### config.mk
export PLATFORM = sky130hd
export DESIGN_NAME = fifo_word_packer_flat
export DESIGN_NICKNAME = d
export VERILOG_FILES = /design/src/rtl/fifo_word_packer_if.sv /design/src/rtl/fifo_word_packer.sv /design/src/flat_wrapper.sv
export SDC_FILE = /design/constraint.sdc
export NUM_CORES = 1
export LEC_CHECK = 0
export CORE_MARGIN = 2
export CORE_UTILIZATION = 53
export DETAILED_ROUTE_END_ITERATION = 8
export PLACE_DENSITY = 0.79
export SYNTH_ARGS = -nofsm -noshare
export SYNTH_HDL_FRONTEND = slang
export SYNTH_SLANG_ARGS = --single-unit
### constraint.sdc
create_clock -name rdclk -period 2 [get_ports rdclk]
set_input_delay 0.4 -clock rdclk [delete_from_list [all_inputs] [get_ports rdclk]]
set_output_delay 0.4 -clock rdclk [all_outputs]
set_load 0.05 [all_outputs]
### src/rtl/fifo_word_packer_if.sv
// Bundle of the FIFO read port and the packed-word valid/ready stream for fifo_word_packer.
// FIFO_WORD_PACKER_FLUSH_EN adds the flush request and the m_keep byte mask.
interface fifo_word_packer_if #(
    parameter int unsigned DW    = 8,
    parameter int unsigned WORDS = 4
);
    logic                  fifo_empty;
    logic [DW-1:0]         rd_data;
    logic                  rden;
    logic [DW*WORDS-1:0]   m_data;
    logic                  m_valid;
    logic                  m_ready;
    logic                  ovf_err;
`ifdef FIFO_WORD_PACKER_FLUSH_EN
    logic                  flush;
    logic [WORDS-1:0]      m_keep;

    modport master (
        input  fifo_empty, rd_data, m_ready, flush,
        output rden, m_data, m_valid, ovf_err, m_keep
    );
    modport slave (
        output fifo_empty, rd_data, m_ready, flush,
        input  rden, m_data, m_valid, ovf_err, m_keep
    );
`else
    modport master (
        input  fifo_empty, rd_data, m_ready,
        output rden, m_data, m_valid, ovf_err
    );
    modport slave (
        output fifo_empty, rd_data, m_ready,
        input  rden, m_data, m_valid, ovf_err
    );
`endif
endinterface

### src/rtl/fifo_word_packer.sv
// Pops bytes from a FIFO read port (RD_LAT read latency) and packs them into WORDS-byte words.
// Define FIFO_WORD_PACKER_FLUSH_EN to add flush/m_keep for emitting zero-padded partial words.
module fifo_word_packer #(
    parameter int unsigned DW     = 8,
    parameter int unsigned WORDS  = 4,
    parameter int unsigned RD_LAT = 1
) (
    input logic                rdclk,
    input logic                rdrst,
    fifo_word_packer_if.master bus
);
    localparam int unsigned   CW      = $clog2(WORDS + 1);
    localparam logic [CW-1:0] LastIdx = CW'(WORDS - 1);
    localparam logic [CW-1:0] FullCnt = CW'(WORDS);
    localparam logic [CW:0]   WordsW  = (CW + 1)'(WORDS);

    typedef enum logic [0:0] {StFill, StFull} state_e;

    state_e              state_q;
    logic [CW-1:0]       asm_cnt_q;
    logic [RD_LAT-1:0]   lat_pipe_q;
    logic [DW*WORDS-1:0] asm_buf_q;
    logic [DW*WORDS-1:0] m_data_q;
    logic                m_valid_q;
    logic                ovf_err_q;

    logic [DW*WORDS-1:0] asm_word;
    logic [CW-1:0]       inflight;
    logic                pipe_out;
    logic                out_free;
    logic                rden_c;
    logic                flush_pend;

`ifdef FIFO_WORD_PACKER_FLUSH_EN
    logic                flush_pend_q;
    logic [WORDS-1:0]    m_keep_q;
    logic [WORDS-1:0]    part_keep;

    always_comb begin
        part_keep = '0;
        for (int k = 0; k < WORDS; k++) begin
            part_keep[k] = (CW'(k) < asm_cnt_q);
        end
    end

    assign flush_pend = flush_pend_q;
    assign bus.m_keep = m_keep_q;
`else
    assign flush_pend = 1'b0;
`endif

    always_comb begin
        inflight = '0;
        for (int i = 0; i < RD_LAT; i++) begin
            inflight = inflight + CW'(lat_pipe_q[i]);
        end
    end

    // Assembly image with the returning byte already merged into its slot.
    always_comb begin
        asm_word = asm_buf_q;
        for (int k = 0; k < WORDS; k++) begin
            if (asm_cnt_q == CW'(k)) asm_word[k*DW +: DW] = bus.rd_data;
        end
    end

    assign pipe_out = lat_pipe_q[RD_LAT-1];
    assign out_free = !m_valid_q || bus.m_ready;
    assign rden_c   = !bus.fifo_empty && !rdrst && (state_q == StFill) && !flush_pend &&
                      (({1'b0, asm_cnt_q} + {1'b0, inflight}) < WordsW);

    always_ff @(posedge rdclk) begin
        if (rdrst) begin
            state_q    <= StFill;
            asm_cnt_q  <= '0;
            lat_pipe_q <= '0;
            asm_buf_q  <= '0;
            m_data_q   <= '0;
            m_valid_q  <= 1'b0;
            ovf_err_q  <= 1'b0;
`ifdef FIFO_WORD_PACKER_FLUSH_EN
            flush_pend_q <= 1'b0;
            m_keep_q     <= '0;
`endif
        end else begin
            lat_pipe_q[0] <= rden_c;
            for (int i = 1; i < RD_LAT; i++) lat_pipe_q[i] <= lat_pipe_q[i-1];
            if (m_valid_q && bus.m_ready) m_valid_q <= 1'b0;
            if (pipe_out && asm_cnt_q == FullCnt) ovf_err_q <= 1'b1;
`ifdef FIFO_WORD_PACKER_FLUSH_EN
            if (bus.flush && (asm_cnt_q != '0 || inflight != '0)) flush_pend_q <= 1'b1;
`endif
            unique case (state_q)
                StFill: begin
                    if (pipe_out) begin
                        // Last byte goes straight to the output when it is free.
                        if (asm_cnt_q == LastIdx && out_free) begin
                            m_data_q  <= asm_word;
                            m_valid_q <= 1'b1;
                            asm_buf_q <= '0;
                            asm_cnt_q <= '0;
`ifdef FIFO_WORD_PACKER_FLUSH_EN
                            m_keep_q  <= '1;
`endif
                        end else begin
                            asm_buf_q <= asm_word;
                            asm_cnt_q <= asm_cnt_q + CW'(1);
                            if (asm_cnt_q == LastIdx) state_q <= StFull;
                        end
                    end
`ifdef FIFO_WORD_PACKER_FLUSH_EN
                    else if (flush_pend_q && inflight == '0) begin
                        if (asm_cnt_q == '0) begin
                            flush_pend_q <= 1'b0;
                        end else if (out_free) begin
                            m_data_q     <= asm_buf_q;
                            m_keep_q     <= part_keep;
                            m_valid_q    <= 1'b1;
                            asm_buf_q    <= '0;
                            asm_cnt_q    <= '0;
                            flush_pend_q <= 1'b0;
                        end
                    end
`endif
                end
                StFull: begin
                    if (out_free) begin
                        m_data_q  <= asm_buf_q;
                        m_valid_q <= 1'b1;
                        asm_buf_q <= '0;
                        asm_cnt_q <= '0;
                        state_q   <= StFill;
`ifdef FIFO_WORD_PACKER_FLUSH_EN
                        m_keep_q  <= '1;
`endif
                    end
                end
                default: state_q <= StFill;
            endcase
        end
    end

    assign bus.rden    = rden_c;
    assign bus.m_data  = m_data_q;
    assign bus.m_valid = m_valid_q;
    assign bus.ovf_err = ovf_err_q;
endmodule

### src/flat_wrapper.sv
// flat-port wrapper written by rule: the top's interface ports become plain ports
module fifo_word_packer_flat 
#(
    parameter int unsigned DW     = 8,
    parameter int unsigned WORDS  = 4,
    parameter int unsigned RD_LAT = 1
)
  (rdclk, rdrst, bus_fifo_empty, bus_rd_data, bus_m_ready, bus_rden, bus_m_data, bus_m_valid, bus_ovf_err);
  fifo_word_packer_if #(.DW(DW), .WORDS(WORDS)) bus_i ();
  input logic rdclk;
  input logic rdrst;
  input wire logic [$bits(bus_i.fifo_empty)-1:0] bus_fifo_empty;
  input wire logic [$bits(bus_i.rd_data)-1:0] bus_rd_data;
  input wire logic [$bits(bus_i.m_ready)-1:0] bus_m_ready;
  output wire logic [$bits(bus_i.rden)-1:0] bus_rden;
  output wire logic [$bits(bus_i.m_data)-1:0] bus_m_data;
  output wire logic [$bits(bus_i.m_valid)-1:0] bus_m_valid;
  output wire logic [$bits(bus_i.ovf_err)-1:0] bus_ovf_err;
  assign bus_i.fifo_empty = bus_fifo_empty;
  assign bus_i.rd_data = bus_rd_data;
  assign bus_i.m_ready = bus_m_ready;
  assign bus_rden = bus_i.rden;
  assign bus_m_data = bus_i.m_data;
  assign bus_m_valid = bus_i.m_valid;
  assign bus_ovf_err = bus_i.ovf_err;
  fifo_word_packer #(.DW(DW), .WORDS(WORDS), .RD_LAT(RD_LAT)) u_core (.rdclk(rdclk), .rdrst(rdrst), .bus(bus_i));
endmodule
# Word-level counts from Yosys, hierarchy flattened
# Cells that the tools add are included.
dict set report classes {
  n_addsub 2
  magnitude_cmp 1
  eq_ne 7
  mux 26
  bitwise 1
  n_reduce_logical 13
}
# operator n
set op_table {}
lappend op_table {{two-way mux 32 bit} 6}
lappend op_table {{one-hot mux 32 bit (2 select lines)} 2}
lappend op_table {{two-way mux 8 bit} 4}
lappend op_table {{two-way mux 3 bit} 3}
lappend op_table {{two-way mux 1 bit} 8}
lappend op_table {{== test 3 x 2 -> 1 bit, second input constant} 2}
lappend op_table {{logical AND 1 bit} 6}
lappend op_table {{one-hot mux 3 bit (2 select lines)} 1}
lappend op_table {{adder 3 x 1 -> 4 bit} 1}
lappend op_table {{less-than comparator 4 x 3 -> 1 bit, second input constant} 1}
lappend op_table {{!= test 2 bit, second input constant} 2}
lappend op_table {{one-hot mux 1 bit (2 select lines)} 2}
lappend op_table {{adder 3 x 1 -> 3 bit, second input constant} 1}
lappend op_table {{== test 3 x 1 -> 1 bit, second input constant} 1}
lappend op_table {{== test 3 bit, second input constant} 1}
lappend op_table {{logical NOT 1 bit} 3}
lappend op_table {{logical NOT 3 bit} 1}
lappend op_table {{AND reduction 3 bit} 1}
lappend op_table {{!= test 2 x 1 -> 1 bit, second input constant} 1}
lappend op_table {{AND reduction 2 bit} 1}
lappend op_table {{logical OR 1 bit} 1}
lappend op_table {{NOT 1 bit} 1}
dict set report word_totals {
  ff_bits 71
  in_bits 12
  output_inout_bits 35
  wordCells 57
}

# Depth between registers and ports, before layout
# Gate-level depths: netlist (run 1).
dict set report depth {
  ltp_word 6
  mapped_depth 7
}

# Worst setup path after synthesis (run 1)
# Ideal clock, no wire load.
dict set report synth_path {
  path_kind {input to output}
  from {input port rdrst}
  to {output port bus_rden}
  arrival_time_ns 2.206
  path_slack_ns -0.606
  cell_stages 3
  n_path_buf 1
  cell_sequence {clkbuf_1 or3_4 a311oi_1}
}
dict set report synth_via {
  elab_chain_cells 4
}
# item line_no
set synth_lines {}
lappend synth_lines {{start: declaration} flat_wrapper.sv:11} ;# input logic rdrst;
lappend synth_lines {{logical NOT 1 bit} fifo_word_packer.sv:69} ;# assign rden_c = !bus.fifo_empty && !rdrst && (state_q == StFill) && !flush_pend &&
lappend synth_lines {{logical AND 1 bit (3 in series)} fifo_word_packer.sv:69}
lappend synth_lines {{end: declaration} flat_wrapper.sv:15} ;# output wire logic [$bits(bus_i.rden)-1:0] bus_rden;
# Every way passes these cells.

# Final worst setup path (run 1)
dict set report layout_path {
  from {register u_core.asm_cnt_q[2]}
  to {output port bus_rden}
}
dict set report layout_via {
  elab_chain_cells 3
}
# item line_no
set layout_lines {}
lappend layout_lines {{start: declaration} fifo_word_packer.sv:20} ;# logic [CW-1:0] asm_cnt_q;
lappend layout_lines {{start signal: assignment} fifo_word_packer.sv:107} ;# asm_cnt_q <= asm_cnt_q + CW'(1);
lappend layout_lines {{adder 3 x 1 -> 4 bit} fifo_word_packer.sv:70} ;# (({1'b0, asm_cnt_q} + {1'b0, inflight}) < WordsW);
lappend layout_lines {{less-than comparator 4 x 3 -> 1 bit} fifo_word_packer.sv:70}
lappend layout_lines {{logical AND 1 bit} fifo_word_packer.sv:69}
# Every way passes these cells.

==> results of run 1 <==
[flip-flops by register name (all words and copies together), names as in the netlist]
name / flops
u_core.bus.ovf_err: 1
u_core.bus.m_data: 32
u_core.lat_pipe_q: 1
u_core.asm_buf_q: 32
u_core.bus.m_valid: 1
u_core.state_q: 1
u_core.asm_cnt_q: 3
[final cells by class]
cell class / instances / area, um^2 / area share
multi-input combinational: 176 / 1380 / 0.361
tap: 72 / 90.1 / 0.0236
clock buffer: 11 / 131 / 0.0344
timing repair buffer: 70 / 679 / 0.178
sequential: 71 / 1430 / 0.374
clock inverter: 4 / 95.1 / 0.0249
inverter: 5 / 18.8 / 0.00491
[where the power goes]
group	internal, mW	switching [mW]	total, mW
sequential	1.43	0.0154	1.44
clock	0.821	0.500	1.32
combinational	0.0969	0.120	0.217
[synth_stat cells (all sizes together) (2+ instances only)]
| master | n | area [um^2] |
|---|---|---|
| a22o | 32 | 280 |
| o21bai | 3 | 22.5 |
| nor3b | 3 | 22.5 |
| mux2i | 33 | 330 |
| nor3 | 3 | 37.5 |
| nand2 | 2 | 7.51 |
| nor4b | 2 | 47.6 |
| a31oi | 2 | 12.5 |
| a21oi | 7 | 42.5 |
| dfxtp | 71 | 1420 |
| nand2b | 3 | 18.8 |
| nor2 | 38 | 143 |
| inv | 5 | 18.8 |
| clkbuf | 9 | 33.8 |
| buf | 18 | 101 |
| o21ai | 2 | 10.0 |
| ha | 4 | 50.1 |
| a211oi | 33 | 260 |
| a311oi | 2 | 17.5 |
[how the worst max path moves through the flow]
stage | startpoint | to | slack (ps)
after global placement | bus_m_ready | u_core.asm_buf_q[14] | -100
after floorplan | rdrst | bus_rden | 70
after global routing | u_core.asm_cnt_q[2] | bus_rden | 30
after CTS | u_core.asm_cnt_q[2] | bus_rden | 10
after detailed placement | bus_m_ready | u_core.asm_buf_q[2] | -150
final | u_core.asm_cnt_q[2] | bus_rden | 90
[cells by family after synthesis]
kind of cell | count (synthesis)
adders and majority gates | 4
muxes | 33
DFF | 71
buffers and inverters | 32
AOI/OAI and AO/OA | 84
and+or+nand+nor | 55
[repair_timing]
item	4_1_cts	5_1_grt
hold endpoints to repair	0	0
hold buffers	0	0
gates cloned	0	1
endpoints found under the setup margin	1	27
gates resized for setup	3	3
pin swaps	1	2
buffers inserted	1	1
[per-layer routing]
layer  track usage  vias to the layer above  wire, um
met5             0                        -         0
met4         0.111                        0       140
met3        0.0471                       15       291
met2         0.371                       53      3320
met1         0.288                     1127      2960
li1              -                     1133         -
[stage by stage]
stage,std cells,TNS [ps],cell area [um^2]
finish,409,0,3820
detailed placement,391,-3770,3540
global route,409,0,3820
floorplan,279,0,2950
CTS,407,0,3780
global placement,391,-1370,3540
==> run summary, run 1 <==
final worst slack -> 86.5 ps
largest net degree at the start of global routing -> 61
Boundary Pins -> 47
Clock Tree Buf Depth -> 2
Hold Path Class -> reg -> reg
Skew-Pair Late Insertion Delay -> 340 ps
largest family of logic cells by synthesized area -> compound AO/OA/AOI/OAI gates
final net count -> 349
Reg2Reg Launch Point -> u_core.asm_cnt_q[0]
Cell Pwr Density -> 781 mW/mm^2
number of synthesized flops with an enable pin -> 0
hold worst-path end -> u_core.asm_buf_q[17]
post-synthesis compound-gate area fraction -> 0.228
Via density -> 5.69
Synth Instances -> 279
die height -> 78.4 um
vias post-DR -> 2,328
Mean Syn Cell Area -> 10.5 um^2
Slew @ Worst Pin -> 635 ps
CP endpoint kind -> primary output
P&R area growth vs syn -> 30.3%
initial DRC count -> 89
Routed Antenna Nets -> 0
Fillers -> 413
status -> finished, final reports clean
die area -> 0.00614 mm^2
RSZ-0062 raised after global routing -> no
max incr delay on CP -> 410 ps
CP Cell Sequence -> or3_4 -> a311oi_4 -> buf_12
post-synthesis mux area share -> 0.113
core area -> 0.00544 mm^2
Critical Path RT -> 1600 ps
sequential area share after synthesis -> 0.485
reg-to-reg endpoint -> u_core.bus.m_data[21]
Routed WL -> 6710 um
Pre-Repair DR Iteration Count -> 4
Remaining DRCs -> 0
final max-slew violation count -> 0
cell depth of the worst setup path -> 3
CTS tree -> done
main flop type after synthesis -> dfxtp_1
clk root buf -> clkbuf_8
clock-pin slew of the registers on the worst-case setup and hold paths -> 60 ps
starting density of the core -> 0.539
CP max stage cell -> or3_4
type of the worst setup path -> reg -> out
initial antenna violation count -> 0
final core occ -> 0.702
Final setup viols -> 0
Worst Path Buf+Inv -> 1
gpl congestion -> 0.822
Leakage Power -> 1.35 nW
most frequent cells in the layout -> dfxtp_1, clkdlybuf4s50_1, nor2_1, mux2i_1
skew final -> 7.05 ps
HP Start -> u_core.asm_buf_q[17]
CTS Sinks -> 71
wire per inst -> 16.4 um
final hold slack -> 482 ps
port buffer count -> 46
Reg2Reg Setup Slack -> 190 ps
Hold Vio Cnt, Final -> 0
vias in the first global route -> 2,213
data arrival time of the worst path -> 1510 ps
most common cell after layout, fill and taps aside -> dfxtp_1
die width -> 78.4 um
Final min period -> 1910 ps
Yosys warning total -> 0
Mapped Area -> 0.00293 mm^2
Async SR Flop Fraction -> 0
CTS H-tree lvls -> 3
Post-Synth XOR/XNOR Area -> 0
slew margin rel. -> 0.574
type of origin of the critical path -> flop
Simple-Gate Fraction of Synth Area -> 0.105
adder-cell share of the synthesized area -> 0.0171
maximum vdd ir drop -> 0.000396 V
Power Total -> 2.98 mW
layout cells sized above 1 -> 0.154
ant diodes -> 0
R2R cell count -> 7
Synth Register Bits -> 71
Fmax -> 523 MHz
Overflow after GRT -> 0
period utilization -> 0.957
cts bufs inserted -> 9
Tot GR Track Use -> 0.228
max-cap viol count -> 0
Setup WS pre-CTS -> -151 ps
dpl hpwl -> 4380 um
Synth cell types -> 32
Top Family by Delay on Critical Path -> simple AND/OR/NAND/NOR gates
Worst Path Max Fanout -> 4
Rows -> 27
Worst Hold Depth -> 1
first-pass GRT wire length -> 10,800 um
Synth Net Count -> 295
Note: power is estimated with default switching activity, not from simulation.
==> run 2, diff against run 1 <==
--- a/config.mk
+++ b/config.mk
@@ -5,10 +5,12 @@
 export SDC_FILE = /design/constraint.sdc
 export NUM_CORES = 1
 export LEC_CHECK = 0
+export ABC_AREA = 1
+export CAP_MARGIN = 20
 export CORE_MARGIN = 2
-export CORE_UTILIZATION = 53
+export CORE_UTILIZATION = 55
 export DETAILED_ROUTE_END_ITERATION = 8
-export PLACE_DENSITY = 0.79
+export PLACE_DENSITY_LB_ADDON = 0.3
 export SYNTH_ARGS = -nofsm -noshare
 export SYNTH_HDL_FRONTEND = slang
 export SYNTH_SLANG_ARGS = --single-unit
==> run 2 against run 1 <==
Compared with the run above: die area grew 23%; fmax hardly changed; power shrank 3.0%; largest cell class is now multi-input gates; largest power group unchanged; critical path type unchanged; synthesized cell count rose by 120%; flip-flop and latch count stayed put; utilization down 3.7 points; combinational power is 28% higher.
==> run summary, run 2 <==
Final setup viols -> 0
Yosys top cell by area -> dfxtp_1
dpl hpwl -> 5730 um
post-synth top area share -> 0.375
Via density -> 5.23
Hold Vio Cnt, Final -> 0
Overflow after GRT -> 0
metal3 WL -> 620 um
Worst Path Buf+Inv -> 1
Worst Path Max Fanout -> 3
Boundary Pins -> 47
most frequent cell after synthesis -> nand2_1
sw frac -> 0.261
register area -> 0.00142 mm^2
CP Cell Sequence -> clkdlybuf4s50_1
core area -> 0.00672 mm^2
Fillers -> 604
Slew @ Worst Pin -> 635 ps
max-cap viol count -> 0
Post-CTS Resized -> 0
HP Start -> u_core.bus.ovf_err
Hold Path Class -> reg -> reg
vias post-DR -> 3,826
period utilization -> 0.957
status -> finished, final reports clean
main flop type after synthesis -> dfxtp_1
sequential area share after synthesis -> 0.375
die width -> 87.0 um
skew final -> 9.88 ps
die height -> 87.0 um
port buffer count -> 46
Post-DP Area -> 0.00427 mm^2
CTS Sinks -> 71
largest net degree at the start of global routing -> 65
CTS tree -> done
Post-CTS Setup Repair Bufs -> 0
Seq pwr share -> 0.505
Power Total -> 2.89 mW
most frequent cells in the layout -> nand2_1, nand3_1, nor2_1, inv_1, dfxtp_1
initial antenna violation count -> 0
vias in the first global route -> 3,551
Synth Net Count -> 629
Top Family by Delay on Critical Path -> buffers and inverters
maximum vdd ir drop -> 0.000325 V
RSZ-0062 raised after global routing -> no
Final min period -> 1910 ps
Internal Pwr Total -> 2.14 mW
Critical Path RT -> 1600 ps
Yosys warning total -> 0
final max-slew violation count -> 0
Synth Instances -> 613
Tot GR Track Use -> 0.254
Post-CTS Hold Buffers -> 0
Remaining DRCs -> 0
Clock Tree Buf Depth -> 2
switching pwr -> 754 uW
Routed WL -> 9020 um
slew margin rel. -> 0.577
most frequent cells after synthesis -> nand2_1, nand3_1, nor2_1, inv_1, dfxtp_1
Reg2Reg Setup Slack -> 330 ps
Async SR Flop Fraction -> 0
Skew-Pair Late Insertion Delay -> 350 ps
CP max stage cell -> clkdlybuf4s50_1
ant diodes -> 0
Cell Pwr Density -> 647 mW/mm^2
R2R cell count -> 8
starting density of the core -> 0.564
wire per inst -> 12.3 um
setup tns final -> 0 ps
Mapped Area -> 0.00379 mm^2
Synth Register Bits -> 71
CP endpoint kind -> primary output
Synth cell types -> 21
clock-pin slew of the registers on the worst-case setup and hold paths -> 70 ps
Worst Hold Depth -> 2
type of the worst setup path -> reg -> out
M1 wire length -> 3980 um
layout cells sized above 1 -> 0.0599
met2 routed WL -> 4210 um
hold worst-path end -> u_core.bus.ovf_err
final net count -> 662
CTS H-tree lvls -> 3
reg-to-reg endpoint -> u_core.bus.m_data[10]
data arrival time of the worst path -> 1510 ps
cts bufs inserted -> 9
Reg2Reg Launch Point -> u_core.asm_cnt_q[1]
Clk pwr share -> 0.399
Pre-Repair DR Iteration Count -> 4
Rows -> 30
initial DRC count -> 258
Mean Syn Cell Area -> 6.18 um^2
largest cells by area after synthesis -> dfxtp_1, nand2_1, nand3_1, nor2_1, inv_1
footprint of the multi-input gates -> 0.00183 mm^2
type of origin of the critical path -> flop
Top Layer Used -> met4
Design Area, Final -> 0.00447 mm^2
Routed Antenna Nets -> 0
die area -> 0.00757 mm^2
Leakage Power -> 2.03 nW
max incr delay on CP -> 810 ps
first-pass GRT wire length -> 15,500 um
Fmax -> 522 MHz
number of synthesized flops with an enable pin -> 0
clk root buf -> clkbuf_8
gpl congestion -> 0.817
most common cell after layout, fill and taps aside -> nand2_1
P&R area growth vs syn -> 17.9%
Comb pwr share -> 0.096
[run 2: cell count changes in the layout (fill, tap and decap cells not counted), moves of 24 or more]
cell	delta
nand3_1	+102
nand2_1	+166
inv_1	+76
a22o_1	-32
a211oi_1	-32
nor2_1	+62
mux2i_1	-33
o21ai_0	+24
[run 2: stage by stage]
| stage | setup slack (ps) | utilization | hold WS [ps] | instances |
|---|---|---|---|---|
| 6_report | 85.2 | 0.665 | 456 | 731 |
| 3_5_place_dp | 124 | 0.636 | 448 | 715 |
| 3_3_place_gp | 122 | 0.636 | 439 | 715 |
| 4_1_cts | 74.8 | 0.665 | 461 | 731 |
| 2_1_floorplan | 124 | - | 468 | 613 |
| 5_1_grt | 22.6 | 0.665 | 476 | 731 |
[run 2: power by group through the flow]
stage	registers, mW	logic, mW	clock network [mW]
after floorplan	1.49	0.181	0
final	1.46	0.278	1.16
after detailed placement	1.49	0.273	0
after global placement	1.49	0.267	0
after CTS	1.46	0.275	1.16
after global routing	1.46	0.313	1.22
[run 2: layout make-up]
cell class                 instances  share of cell area
multi-input combinational        422               0.409
sequential                        71               0.318
timing repair buffer              60               0.137
inverter                          82              0.0689
clock buffer                      10              0.0308
tap                               80              0.0224
clock inverter                     6              0.0134
[run 2: worst register-to-register path, cell delays in order (launching register included)]
cell and delay [ps]:
dfxtp_1 440, inv_1 90, ha_1 310, nand2_1 300
nand2_1 100, nand2_1 90, nor2_1 50, nor2_1 150
nor2_1 50
[run 2: routing by layer]
layer,GRT usage,vias up
met5,0,-
met4,0.107,0
met3,0.0474,21
met2,0.423,158
met1,0.321,1689
li1,-,1958
[run 2: worst max path at each step]
stage | to | depth (start not counted) | from | slack, ps
2_1_floorplan | bus_rden | 4 | u_core.state_q | 120
3_3_place_gp | bus_rden | 5 | rdrst | 120
3_5_place_dp | bus_rden | 5 | rdrst | 120
4_1_cts | bus_m_valid | 1 | u_core.bus.m_valid | 70
5_1_grt | bus_rden | 5 | rdrst | 20
6_report | bus_m_valid | 1 | u_core.bus.m_valid | 90
[run 2: cells by family (layout without fill, tap and decap cells)]
group,after synthesis,after routing,synth area share
adders and majority gates,4,4,0.0132
DFF,71,71,0.375
buffers and inverters,120,158,0.143
AOI/OAI and AO/OA,41,41,0.0548
and+or+nand+nor,377,377,0.414
==> run 3, diff against run 2 <==
--- a/config.mk
+++ b/config.mk
@@ -11,6 +11,7 @@
 export CORE_UTILIZATION = 55
 export DETAILED_ROUTE_END_ITERATION = 8
 export PLACE_DENSITY_LB_ADDON = 0.3
+export SKIP_CTS_REPAIR_TIMING = 1
 export SYNTH_ARGS = -nofsm -noshare
 export SYNTH_HDL_FRONTEND = slang
 export SYNTH_SLANG_ARGS = --single-unit
==> results of run 3 <==
The final DEF is identical to that of run 2; final timing and power are the same.
